[src/rtl/fan_tach_counter.sv]
// Fan tachometer speed measurement: sync + glitch filter, rising-edge count per gate
// window, saturated 8-bit speed sample with valid strobe, and stall detection.
module fan_tach_counter #(
  parameter int unsigned GATE_DIV      = 99_999,
  parameter int unsigned DEBOUNCE_LEN  = 3,
  parameter int unsigned STALL_WINDOWS = 3
) (
  input  logic       clk,
  input  logic       rst_n,
  input  logic       ena,
  input  logic       tach_in,
  output logic [7:0] speed_o,
  output logic       speed_valid_o,
  output logic       speed_sat_o,
  output logic       tach_stall_o
);

  localparam int unsigned GATE_W  = 17;
  localparam int unsigned SPEED_W = 8;
  localparam int unsigned ZCNT_W  = 4;
  localparam int unsigned DCNT_W  = (DEBOUNCE_LEN > 1) ? $clog2(DEBOUNCE_LEN) : 1;

  localparam logic [GATE_W-1:0] GATE_MAX   = GATE_W'(GATE_DIV);
  localparam logic [DCNT_W-1:0] DCNT_LAST  = DCNT_W'(DEBOUNCE_LEN - 1);
  localparam logic [ZCNT_W-1:0] STALL_LIM  = ZCNT_W'(STALL_WINDOWS);

  logic               sync1_q, sync1_d;
  logic               sync2_q, sync2_d;
  logic               filt_q, filt_d;
  logic               filt_dly_q, filt_dly_d;
  logic [DCNT_W-1:0]  dcnt_q, dcnt_d;
  logic [SPEED_W-1:0] ecnt_q, ecnt_d;
  logic               sat_q, sat_d;
  logic [GATE_W-1:0]  gcnt_q, gcnt_d;
  logic [ZCNT_W-1:0]  zcnt_q, zcnt_d;
  logic [SPEED_W-1:0] speed_q, speed_d;
  logic               valid_q, valid_d;
  logic               speed_sat_q, speed_sat_d;
  logic               stall_q, stall_d;

  logic               rise;
  logic               win_close;
  logic [SPEED_W-1:0] ecnt_inc;
  logic               sat_inc;

  // Next-state logic for synchroniser, filter, counters and published sample
  always_comb begin
    sync1_d     = tach_in;
    sync2_d     = sync1_q;
    filt_d      = filt_q;
    dcnt_d      = '0;
    filt_dly_d  = filt_q;
    gcnt_d      = '0;
    ecnt_d      = '0;
    sat_d       = 1'b0;
    valid_d     = 1'b0;
    speed_d     = speed_q;
    speed_sat_d = speed_sat_q;
    zcnt_d      = zcnt_q;
    stall_d     = stall_q;

    // While idle the filter follows the line directly so re-enable sees no stale edge
    if (!ena) begin
      filt_d = sync2_q;
    end else if (sync2_q != filt_q) begin
      if (dcnt_q == DCNT_LAST) begin
        filt_d = sync2_q;
      end else begin
        dcnt_d = dcnt_q + DCNT_W'(1);
      end
    end

    rise      = filt_q & ~filt_dly_q;
    ecnt_inc  = (rise && !(&ecnt_q)) ? ecnt_q + SPEED_W'(1) : ecnt_q;
    sat_inc   = sat_q | (rise & (&ecnt_q));
    win_close = ena && (gcnt_q == GATE_MAX);

    if (ena && !win_close) begin
      gcnt_d = gcnt_q + GATE_W'(1);
      ecnt_d = ecnt_inc;
      sat_d  = sat_inc;
    end

    // Publish the closing window, including a rise landing on the close cycle
    if (win_close) begin
      valid_d     = 1'b1;
      speed_d     = ecnt_inc;
      speed_sat_d = sat_inc;
      if (ecnt_inc == '0) begin
        zcnt_d  = (zcnt_q >= STALL_LIM) ? STALL_LIM : zcnt_q + ZCNT_W'(1);
        stall_d = (zcnt_d == STALL_LIM);
      end else begin
        zcnt_d  = '0;
        stall_d = 1'b0;
      end
    end
  end

  always_ff @(posedge clk) begin
    if (!rst_n) begin
      sync1_q     <= 1'b0;
      sync2_q     <= 1'b0;
      filt_q      <= 1'b0;
      filt_dly_q  <= 1'b0;
      dcnt_q      <= '0;
      ecnt_q      <= '0;
      sat_q       <= 1'b0;
      gcnt_q      <= '0;
      zcnt_q      <= '0;
      speed_q     <= '0;
      valid_q     <= 1'b0;
      speed_sat_q <= 1'b0;
      stall_q     <= 1'b0;
    end else begin
      sync1_q     <= sync1_d;
      sync2_q     <= sync2_d;
      filt_q      <= filt_d;
      filt_dly_q  <= filt_dly_d;
      dcnt_q      <= dcnt_d;
      ecnt_q      <= ecnt_d;
      sat_q       <= sat_d;
      gcnt_q      <= gcnt_d;
      zcnt_q      <= zcnt_d;
      speed_q     <= speed_d;
      valid_q     <= valid_d;
      speed_sat_q <= speed_sat_d;
      stall_q     <= stall_d;
    end
  end

  assign speed_o       = speed_q;
  assign speed_valid_o = valid_q;
  assign speed_sat_o   = speed_sat_q;
  assign tach_stall_o  = stall_q;

endmodule

[config.mk]
export PLATFORM = sky130hd
export DESIGN_NAME = fan_tach_counter
export DESIGN_NICKNAME = d
export VERILOG_FILES = /design/src/rtl/fan_tach_counter.sv
export SDC_FILE = /design/constraint.sdc
export NUM_CORES = 1
export LEC_CHECK = 0
export ABC_CLOCK_PERIOD_IN_PS = 5300
export BUFFER_PORTS_ARGS = -buffer_cell sky130_fd_sc_hd__buf_4
export CORE_UTILIZATION = 27
export DETAILED_ROUTE_END_ITERATION = 7
export PLACE_DENSITY = 0.51
export SLEW_MARGIN = 0
export SYNTH_ARGS = -nofsm -noshare
export SYNTH_HDL_FRONTEND = slang
export SYNTH_SLANG_ARGS = --single-unit
[constraint.sdc]
create_clock -name clk -period 5.3 [get_ports clk]
set_clock_uncertainty 0.2 [all_clocks]
set_input_delay 1.06 -clock clk [delete_from_list [all_inputs] [get_ports clk]]
set_output_delay 1.06 -clock clk [all_outputs]
set_load 0.02 [all_outputs]
---- After elaboration in Yosys (flattened, before gate mapping) ----
Index checks and enable logic that the tools add are counted.
word-level totals
  word-level logic and storage cells ...... 49
  input bits .............................. 4
  register bits ........................... 47
  output and inout bits ................... 11
operators by class
  $lt $le $gt $ge ......................... 1
  bitwise gates (word level) .............. 7
  muxes and demuxes ....................... 8
  add/sub/neg operators ................... 4
  eq/ne operators ......................... 6
  reduce and logical (&&, ||, !) cells .... 10
operators with widths
  operator                                                                  number
  17-bit by 1-bit adder with 17-bit output (second input constant)          1
  17-bit equality test (second input constant)                              1
  8-bit by 1-bit adder with 8-bit output (second input constant)            1
  8-bit zero test                                                           1
  4-bit 2-to-1 mux                                                          2
  8-bit 2-to-1 mux                                                          1
  8-bit AND reduction                                                       1
  1-bit 2-to-1 mux                                                          5
  4-bit by 1-bit adder with 4-bit output (second input constant)            1
  4-bit by 2-bit equality test with 1-bit output (second input constant)    1
  4-bit by 2-bit >= comparator with 1-bit output (second input constant)    1
  2-bit by 1-bit inequality test with 1-bit output (second input constant)  2
  1-bit NOT                                                                 4
  2-bit AND reduction                                                       2
  4-bit OR reduction                                                        1
  1-bit logical AND                                                         3
  2-bit by 1-bit adder with 2-bit output (second input constant)            1
  1-bit AND                                                                 2
  2-bit equality test (second input constant)                               1
  1-bit zero test                                                           2
  1-bit inequality test                                                     1
  1-bit OR                                                                  1

---- Longest topological paths before layout ----
  word-level depth ........................ 6
  depth in mapped cells ................... 7
  depth with buffers taken out ............ 6

---- Worst setup path before layout ----
OpenSTA, ideal clock, no wires.
  kind .................................... register -> register
  start point ............................. register gcnt_q[12]
  end point ............................... register speed_sat_q, in the netlist speed_sat_o
  path buffers ............................ 0
  cell stages (with the launch flop) ...... 6
  setup slack ............................. 3378 ps
  library setup time ...................... 115 ps
  data required time ...................... 4985 ps
  arrival time ............................ 1607 ps
  period minus slack after synthesis ...... 1922 ps
  cell sequence ........................... dfxtp_1 > or4b_1 > nor4_2 > nand2_1 > and2_1 > o21a_1
between the ends
  word-level cells in the longest chain between the ends .. 2
ends and longest elaborated chain
  element                 RTL line  text
  from (decl)             34        logic [GATE_W-1:0] gcnt_q, gcnt_d;
  from (signal assigned)  122       gcnt_q <= gcnt_d;
  17-bit equality test    76        win_close = ena && (gcnt_q == GATE_MAX);
  1-bit logical AND       76
  to (signal assigned)    126       speed_sat_q <= speed_sat_d;
  to (decl)               38        logic speed_sat_q, speed_sat_d;
Every way passes these cells.
A chain may end at the register's enable or synchronous reset.

---- Worst setup path after layout ----
  start point ............................. register gcnt_q[0]
  end point ............................... register ecnt_q[3]
between the ends
  word-level cells in the longest chain between the ends .. 5
ends and longest elaborated chain
  element                        RTL line  text
  17-bit equality test           76
  1-bit logical AND              76
  1-bit zero test                78        if (ena && !win_close) begin
  1-bit logical AND              78
  2-bit AND reduction (no line)  -
  to (signal assigned)           120       ecnt_q <= ecnt_d;
  to (decl)                      32        logic [SPEED_W-1:0] ecnt_q, ecnt_d;
Every way passes these cells.

==> reports/qor.csv <==
stage,metric,value,unit
placement,IO Port Bufs,14,
sta,Slew Limit Fails,0,
logic_synthesis,Netlist cell types,43,
floorplan,initial core utilization,28.5,%
cts,CTS sink count,47,
sta,RSZ-0062 raised after global routing,no,
logic_synthesis,Synth Instances,237,
placement,dpl cell area,2280,µm²
critical_path,Critical Path Source Type,flip-flop,
logic_synthesis,Yosys warning count,0,
flow_run,maxcap violations,0,
grt,global route overflow,0,
grt,Total Routing Usage GR,10.5,%
critical_path,Setup CP Type,reg -> reg,
drt,final wirelength,4.03,mm
drt,vias,1581,
critical_path,Crit path required time,5.31,ns
logic_synthesis,Main synth FF type,dfxtp_1,
critical_path,"critical path fanouts, max",25,
grt,first-pass GRT wire length,7.02,mm
sta,slack of the critical path,2.74,ns
floorplan,IO Count,15,
cts,Worst-Skew Late Latency,0.31,ns
placement,pre-CTS WS,2.54,ns
sta,Slew HR,38.0,%
cts,TritonCTS clock tree,yes,
floorplan,Chip Width,90.4,µm
pwr,Pwr Density,268,nW/µm²
sta,post-route clock period utilization,48.4,%
logic_synthesis,Synth area leaders,"dfxtp_1 (45%), nor2_1 (6.6%), xnor2_1 (5.0%)",
grt,initial antenna violation count,0,
cells_and_area,P&R area growth vs syn,13.7,%
drt,post-DR vias/cell,4.53,
logic_synthesis,syn nets,245,
grt,vias in the first global route,1478,
floorplan,core area,7410,µm²
placement,Placer Congestion,0.803,
critical_path,critical path arrival,2.58,ns
drt,initial drt markers,66,
sta,Final Hold Violating Endpoints,0,
logic_synthesis,Post-synth EDFFs,0,
cts,clk slew on worst S/H paths,0.10,ns
logic_synthesis,sequential share of the synthesized area,44.6,%
drt,DRC,0,
sta,minimum clock period,2.56,ns
logic_synthesis,most common cell in the netlist,dfxtp_1,
logic_synthesis,cell area after synthesis,2110,µm²
cts,setup repair bufs after CTS,0,
sta,final setup violation count,0,
cts,clk root buf,clkbuf_8,
cells_and_area,Ant. Diodes,0,
sta,worst-margin pin slew,0.928,ns
floorplan,height of the die,90.4,µm
pwr,peak supply drop,103,µV
floorplan,die area,8170,µm²
drt,Detail Route Antenna Nets,0,
cells_and_area,design area,2400,µm²
min_path,hold crit path type,reg -> reg,
pwr,cell leakage power,0.807,nW
cts,CTS Buf Count,5,
sta,setup TNS,0,ns
grt,largest net degree at the start of global routing,26,
logic_synthesis,post-synthesis register bit count,47,
floorplan,FP Rows,31,
cts,H-tree levels,2,
cts,Clock Path Buffers,2,
logic_synthesis,Synth area leader,dfxtp_1,
sta,FMAX,390,MHz
cells_and_area,Nets,257,
pwr,total power,0.000642,W
logic_synthesis,Post-synth top cells,"dfxtp_1 (47), nor2_1 (37), nand2_1 (17)",
drt,DR WL/cell,11.5,µm
logic_synthesis,ys async rst share,0,%
logic_synthesis,Mean Syn Cell Area,8.90,µm²
logic_synthesis,top cell type's share of synthesized area,44.6,%
critical_path,crit end category,flip-flop,
cells_and_area,Fill cells,763,
run_status,status,"finished, final reports clean",
drt,TritonRoute pass-1 iters,4,
placement,hpwl dp,2.84,mm
cts,CTS Hold Bufs,0,
cts,post-CTS sizing,0,
cells_and_area,layout cell share with drive strength beyond 1,11.6,%
per-layer routing:
| layer | GRT usage (%) | share of wire [%] | vias up |
|---|---|---|---|
| li1 | - | - | 839 |
| met1 | 13.6 | 51 | 723 |
| met2 | 16.5 | 45 | 15 |
| met3 | 2.69 | 2.7 | 4 |
| met4 | 4.57 | 0.84 | 0 |
| met5 | 0 | 0 | - |
power breakdown:
group / total, W / internal (W) / switching, W / leakage (nW)
registers: 0.000356 / 0.000355 / 0.00000159 / 0.379
clock network: 0.000273 / 0.000142 / 0.000131 / 0.0548
logic: 0.0000129 / 0.00000492 / 0.00000799 / 0.373
cells by family after synthesis:
group           Yosys count  synth area share (%)
simple gates            119                  29.7
flops                    47                  44.6
compound gates           29                  9.79
xor+xnor                 19                  7.89
buf+inv                  15                  3.68
mux                       4                  1.96
fa+ha+maj                 4                  2.37
layout by cell type, fill, tap and decap left out, types with 2 or more instances in the layout:
cell type,synthesis,layout
nand3_1,13,13
nand4b_1,2,2
clkbuf_8,0,5
a2111oi_0,2,2
nand2b_1,4,4
nor2_1,37,37
nand3b_1,4,4
nor2b_1,2,2
mux2i_1,3,3
o21ai_1,7,7
nor3b_1,2,2
or4b_1,2,2
or4_1,2,2
nand4_1,3,3
buf_4,0,14
and2_1,9,9
ha_1,4,4
xor2_1,7,7
dfxtp_1,47,47
o21a_1,5,5
a21oi_1,4,4
and3_1,6,6
nor4_1,5,5
xnor2_1,12,12
inv_1,6,6
a21boi_1,3,3
nor3_1,5,5
nand2_1,17,17
and4_1,2,2
worst max-delay path: stages, from the launching register on:
cell	delay [ns]
dfxtp_1	0.38
ha_1	0.23
nand4_1	0.25
nor4_1	0.43
nand3b_1	0.74
o21ba_2	0.26
sequential cells by signal (all words and copies together) (netlist names):
name / flops
dcnt_q: 2
ecnt_q: 8
filt_dly_d: 1
filt_dly_q: 1
gcnt_q: 17
sat_q: 1
speed_o: 8
speed_sat_o: 1
speed_valid_o: 1
sync1_q: 1
sync2_q: 1
tach_stall_o: 1
zcnt_q: 4
stage by stage:
| step | instances | hold WS (ns) | utilization [%] |
|---|---|---|---|
| finish | 349 | 0.222 | 32.4 |
| floorplan | 237 | 0.192 | - |
| global placement | 341 | 0.202 | 30.8 |
| global route | 349 | 0.230 | 32.4 |
| CTS | 349 | 0.223 | 32.4 |
| detailed placement | 341 | 0.211 | 30.8 |
worst paths after layout:
| kind | startpoint | to | slack, ns | depth (start not counted) |
|---|---|---|---|---|
| worst min register to register | dcnt_q[0] | dcnt_q[0] | 0.22 | 1 |
| worst max-delay path | gcnt_q[0] | ecnt_q[3] | 2.74 | 5 |
| worst min-delay path | dcnt_q[0] | dcnt_q[0] | 0.22 | 1 |
| worst max register to register | gcnt_q[0] | ecnt_q[3] | 2.74 | 5 |
cell type report:
class                      instances  area (µm²)  area share [%]
tap                               99         124            5.17
inverter                           6        22.5           0.939
sequential                        47         941            39.2
clock buffer                       5        68.8            2.87
timing repair buffer              14         105            4.38
multi-input combinational        175        1090            45.5
clock inverter                     3        46.3            1.93
No activity file was read; power rests on OpenSTA's default activity.
